[config.mk]
export PLATFORM = sky130hd
export DESIGN_NAME = encoder_4to2_flat
export DESIGN_NICKNAME = d
export VERILOG_FILES = /design/src/rtl/encoder_4to2_if.sv /design/src/rtl/encoder_4to2.sv /design/src/flat_wrapper.sv
export SDC_FILE = /design/constraint.sdc
export NUM_CORES = 1
export LEC_CHECK = 0
export ABC_AREA = 0
export CORE_AREA = 2 2 39 41
export CTS_CLUSTER_DIAMETER = 120
export CTS_CLUSTER_SIZE = 28
export DETAILED_ROUTE_END_ITERATION = 8
export DIE_AREA = 0 0 41 43
export GPL_ROUTABILITY_DRIVEN = 0
export SETUP_SLACK_MARGIN = 0.15
export SYNTH_ARGS = -nofsm -noshare
export SYNTH_HDL_FRONTEND = slang
export SYNTH_SLANG_ARGS = --single-unit
[constraint.sdc]
create_clock -name clk -period 1.5 [get_ports clk]
set_input_delay 0.15 -clock clk [delete_from_list [all_inputs] [get_ports clk]]
set_output_delay 0.15 -clock clk [all_outputs]
set_load 0.02 [all_outputs]
[src/rtl/encoder_4to2_if.sv]
// encoder_4to2_if: request/result bundle for the 4-to-2 priority encoder.
//   en    - sample enable (master -> slave)
//   in    - 4-bit request vector (master -> slave)
//   out   - registered winning index (slave -> master)
//   valid - registered "any request" flag (slave -> master)
//   multi - registered "two or more requests" flag (slave -> master)
interface encoder_4to2_if;
    logic       en;
    logic [3:0] in;
    logic [1:0] out;
    logic       valid;
    logic       multi;
    modport master (output en, in, input out, valid, multi);
    modport slave (input en, in, output out, valid, multi);
endinterface

[src/rtl/encoder_4to2.sv]
// encoder_4to2: registered 4-to-2 priority encoder with valid and multi-hot flags.
//   clk - rising-edge clock
//   rst - synchronous active-high reset, clears out/valid/multi
//   bus - encoder_4to2_if slave: en/in sampled, out/valid/multi registered
//   PRIORITY_HIGH - 1: highest set bit wins, 0: lowest set bit wins
module encoder_4to2 #(
    parameter int PRIORITY_HIGH = 1
) (
    input logic           clk,
    input logic           rst,
    encoder_4to2_if.slave bus
);
    logic [1:0] idx;
    logic       many;
    // An all-zero request falls through both chains to index 0.
    always_comb begin
        idx = (PRIORITY_HIGH != 0)
            ? (bus.in[3] ? 2'd3 : bus.in[2] ? 2'd2 : bus.in[1] ? 2'd1 : 2'd0)
            : (bus.in[0] ? 2'd0 : bus.in[1] ? 2'd1 : bus.in[2] ? 2'd2 : bus.in[3] ? 2'd3 : 2'd0);
        many = $countones(bus.in) > 1;
    end
    always_ff @(posedge clk) begin
        if (rst) begin
            bus.out   <= 2'd0;
            bus.valid <= 1'b0;
            bus.multi <= 1'b0;
        end else if (bus.en) begin
            bus.out   <= idx;
            bus.valid <= |bus.in;
            bus.multi <= many;
        end
    end
endmodule

[src/flat_wrapper.sv]
// flat-port wrapper written by rule: the top's interface ports become plain ports
module encoder_4to2_flat 
#(
    parameter int PRIORITY_HIGH = 1
)
  (clk, rst, bus_en, bus_in, bus_out, bus_valid, bus_multi);
  encoder_4to2_if bus_i ();
  input logic clk;
  input logic rst;
  input wire logic [$bits(bus_i.en)-1:0] bus_en;
  input wire logic [$bits(bus_i.in)-1:0] bus_in;
  output wire logic [$bits(bus_i.out)-1:0] bus_out;
  output wire logic [$bits(bus_i.valid)-1:0] bus_valid;
  output wire logic [$bits(bus_i.multi)-1:0] bus_multi;
  assign bus_i.en = bus_en;
  assign bus_i.in = bus_in;
  assign bus_out = bus_i.out;
  assign bus_valid = bus_i.valid;
  assign bus_multi = bus_i.multi;
  encoder_4to2 #(.PRIORITY_HIGH(PRIORITY_HIGH)) u_core (.clk(clk), .rst(rst), .bus(bus_i));
endmodule
# == After elaboration in Yosys (flattened, before gate mapping) ==
# Cells that the tools add are included.
# W data, S select, Z words.
# classes
n_addsub,3
reduce_logical,1
mux,3
magnitude_cmp,1
# ops
op,count
$add A32 B32 Y32,1
$gt A32 B2 Y1 const B,1
$add A1 B1 Y2,2
$mux W2,2
$reduce_or A4 Y1,1
$mux W1,1
# word_totals
register_bits,4
wordCells,11
out_inout_bits,4
inputBits,7

# == Depth between registers and ports, before layout ==
# Gate-level depths: netlist of the first run.
# depth
ltp_word,3
depth_mapped,6
depth_no_buf,6

# == Worst setup path after synthesis of the first run ==
# Ideal clock, no wire load.
# synth_timing
kind,input -> register
from,input port bus_in[2]
to,register u_core.bus.multi
setup_time_ns,0.086
arrival_ns,1.289
stages,6
setup_slack_ns,0.125
required_ns,1.414
n_path_buf,0
cell_sequence,inv_1 > ha_1 > and2_1 > fa_1 > nor2_1 > a211oi_1
# synth_between
elab_chain_len,3
# synth_rtl
item,line,text
"start, declared",flat_wrapper.sv:11,input wire logic [$bits(bus_i.in)-1:0] bus_in;
$add A1 B1 Y2 (implied by the code),encoder_4to2.sv:20,many = $countones(bus.in) > 1;
$add A32 B32 Y32 (implied by the code),encoder_4to2.sv:20,
$gt A32 B2 Y1,encoder_4to2.sv:20,
"end signal, assigned",encoder_4to2.sv:30,bus.multi <= many;
"end, declared",encoder_4to2_if.sv:14,"modport slave (input en, in, output out, valid, multi);"
# No other way between the ends.
# A chain may end at the register's enable or synchronous reset.

# == Worst setup path in the final report of the first run ==
# layout_timing
from,register u_core.bus.multi
to,output port bus_multi
# layout_rtl
item,line,text
"end, declared",flat_wrapper.sv:14,output wire logic [$bits(bus_i.multi)-1:0] bus_multi;
# No word-level cell between the ends.

==> results summary, run 1 <==
The vertical die dimension is around 43 um. The adder and majority cell fraction of the synthesized area came out at between 20% and 30%. The transition time of the tightest slew-check pin is ~0.29 ns. Internal power comes to between 200 and 300 uW. The first detailed-routing pass took 3 iterations. The number of buffers inserted for hold repair after clock tree synthesis is 0. The final total negative setup slack is 0 ns. The data arrival at the endpoint of the critical path came out at 1.16 ns. The total area inside the core boundary comes to between 1000 and 1500 um2. The net switching power came out at a little under 90 uW. Across the run, the number of max-cap violations was 0. Counting both buffers and inverters, the worst setup path holds a total of 1. After layout, the design draws a total of about 340 uW. The required time at the endpoint of the critical path came out at around 1.4 ns. The number of antenna violations at the first check in global routing is 0. The ratio of cells with drive above 1 in the final layout came out at roughly two fifths.

TritonCTS built the clock tree. The fraction of power consumed by sequential logic is between 30% and 40%. Entering global routing, the biggest net connects 9 pins. By area, the combinational part of the netlist is dominated by adder cells.

The post-synthesis share of cell area spent on and, or, nand and nor gates is 14.80%. Combinational logic burns between 20% and 30% of the power. For this run the aggregate overflow at the end of global routing stands at 0. In this run the clock root is driven by a sky130_fd_sc_hd__clkbuf_4. In this run the critical register-to-register path is captured at u_core.bus.valid$_SDFFE_PP0P_. The startpoint identified for the worst register-to-register timing path is u_core.bus.valid$_SDFFE_PP0P_. The final setup violation count is 0.

The number of different library cells in the post-synthesis netlist came out at 11. After detailed routing, the number of remaining DRC violations is 0. The total vias in the final route came out at 208.

The start point of the critical path is u_core.bus.multi$_SDFFE_PP0P_. The final-report hold violation count came to 0. IR analysis of the VDD net gives a maximum drop of ~0.00016 V. The worst hold path terminates at u_core.bus.valid$_SDFFE_PP0P_. The setup path with the least slack is of type flip-flop to output pin. The number of I/O port buffers came out at 10.

The worst-case clock skew came out at 0 ns. The highest attainable clock frequency is between 700 and 800 MHz. The number of diodes came out at 0. The clock input transition at the sequential cells of the worst setup and hold paths came out at 0.04 ns. The worst path needs 1.309 ns of the cycle, external delays included. The flow ran to the end, and the final reports show no timing, DRC or antenna violations. The type of destination of the critical path is an output pin. The width of the die is about 41 um. The sequential fraction of the synthesis area is roughly a third. The stage delay of the slowest cell on the critical path came out at 0.60 ns. The type of the tightest min-delay check is input port to flip-flop. The headroom to the max-slew limit came out at about four fifths. The level count of the clock H-tree came out at 1. The origin of the worst min-delay path is bus_in[0]. After detailed placement, the total cell area comes to 376.6 um2.

The gate count of the mapped netlist came out at 25. The net count after synthesis is 37. Measured against the total synthesized area, the mux share comes to 0%. The complex-gate fraction of the synthesized area came out at between 10% and 20%. The number of buffers between clock root and the deepest sink is 2. The total die area came out at between 1500 and 2000 um2. The first global-routing pass estimated 655 um of wire. The clock network burns about two fifths of the power. The cell class contributing the biggest share of worst-path delay is buffers and inverters. The library cell contributing the largest single delay on the critical path is sky130_fd_sc_hd__clkdlybuf4s50_1. In the global route stage, overall resource usage came out at around 5.9%. Clock tree synthesis inserted a total of 3 buffers. The standby leakage power came out at 0.2096 nW. Detailed placement ended at an HPWL of about 360 um.

The number of nets in the layout came out at 54. The type of element launching the critical path is a flip-flop. The routed design has about 430 um of wire. The via count of the first global-routing pass is around 180.

The average routed wire per standard cell came out at 7.661 um. The worst reg-to-reg path cell count is 2. Counting flops and latches in the post-synthesis netlist gives 4. Once layout is complete, the cells apart from fillers number 56. Clock tree synthesis found a total of 4 sinks. The number of warning messages in the yosys log is 0.

The setup check on the worst reg-to-reg path leaves a slack of approximately 0.8 ns. The DRC marker count from the first detailed-route iteration is 1. After detailed routing, the number of vias per cell comes to ~3.7. The initial standard-cell utilization of the core came out at between 10% and 20%.

The mean cell area of the mapped netlist came out at between 9 and 10 um2. The top cell types in the final layout, fill and taps aside, are sky130_fd_sc_hd__clkdlybuf4s50_1, sky130_fd_sc_hd__dfxtp_1. Of the total synthesized cell area, the portion taken by XOR and XNOR cells is 0%. 11 I/O pins were placed. The layout-stage area growth over the synthesis result is 70.41%. The initialized floorplan defines 14 standard-cell rows. The cell area that synthesis handed to floorplanning was 245.2 um2. The number of inserted filler cells in the final layout is 153.

In the final layout, the multi-input gates occupy about 150 um2. The later-pin clock latency in the skew report came out at approximately 0.24 ns. The final instance area is about 420 um2.

The footprint of the flip-flops and latches is approximately 80 um2. The number of pins with negative max-slew slack in the final report is 0. The switching share of total power came out at about a quarter.

The placed instance count came out at 53. The number of cells on the worst hold path came out at 4. Traced cell by cell, the critical path runs through clkdlybuf4s50_1. The remaining antenna violation count after routing is 0. The largest driver fanout on the critical path is 2. Dividing total power by cell area gives a power density of slightly above 800 nW/um2. The part of the cycle the worst path needs is between 80% and 90%. Setup repair after global routing could not meet its margin everywhere.
-- cell usage after synthesis, drive strengths merged --
cell type	number	area [um2]
a211oi	2	15.01
a311oi	2	17.52
and2	1	6.260
buf	1	11.26
dfxtp	4	80.08
fa	1	20.02
ha	4	50.05
inv	4	15.01
nand2b	1	6.260
nor2	5	23.77
-- timing repair --
action                                 CTS  global route
pin swaps                                4             2
gates resized for setup                 14             4
setup buffers                            0             0
cloned                                   0             0
endpoints found under the hold margin    0             0
setup endpoints to repair                1             3
-- sequential cells by signal (all words and copies together), names as in the netlist --
name and flops:
u_core.bus.valid 1, u_core.bus.multi 1, u_core.bus.out 2
-- stage by stage --
stage	setup slack [ns]	util, %	hold WS [ns]
CTS	0.1540	30.20	0.3295
finish	0.1906	30.20	0.3306
global placement	-0.3781	27.22	0.4751
global route	0.1386	30.20	0.3488
detailed placement	-0.4028	27.22	0.4737
floorplan	0.1539	-	0.2221
-- per-layer routing --
| metal | vias to the layer above | global-route usage [%] | share of wire, % |
|---|---|---|---|
| met4 | 0 | 10.00 | 4.7 |
| met1 | 84 | 6.472 | 40 |
| met3 | 2 | 0.5236 | 9.1 |
| li1 | 113 | - | - |
| met5 | - | 0 | 0 |
| met2 | 9 | 7.187 | 46 |
-- final cells by class --
type,count,area share (%)
timing repair buffer,13,30.24
multi-input combinational,16,36.83
inverter,4,3.593
tap,16,4.790
clock buffer,3,5.389
sequential,4,19.16
-- cells by family after synthesis --
logic type               count (synthesis)
adder cells (fa/ha/maj)                  5
AND/OR/NAND/NOR                          7
AO/OA/AOI/OAI                            4
buffers and inverters                    5
flip-flops                               4
-- worst max-delay path by stage --
stage | to | slack (ns) | cells after the start
floorplan | u_core.bus.multi$_SDFFE_PP0P_ | 0.15 | 6
global placement | u_core.bus.multi$_SDFFE_PP0P_ | -0.38 | 7
detailed placement | u_core.bus.multi$_SDFFE_PP0P_ | -0.40 | 7
global route | u_core.bus.multi$_SDFFE_PP0P_ | 0.14 | 7
CTS | u_core.bus.multi$_SDFFE_PP0P_ | 0.15 | 7
finish | bus_multi | 0.19 | 1
-- power groups by stage --
stage	logic [mW]	clock network, mW	registers, mW
after global placement	0.0856	0	0.122
after floorplan	0.0315	0	0.133
after CTS	0.0907	0.141	0.121
final	0.0879	0.134	0.121
after detailed placement	0.0867	0	0.122
after global routing	0.0984	0.145	0.121
Note: power is estimated with default switching activity, not from simulation.
==> run 2, diff against run 1 <==
Settings changed: CAP_MARGIN set to 20.
==> results of run 2 <==
Same layout as run 1: the final DEF is identical, and so are final timing and power.
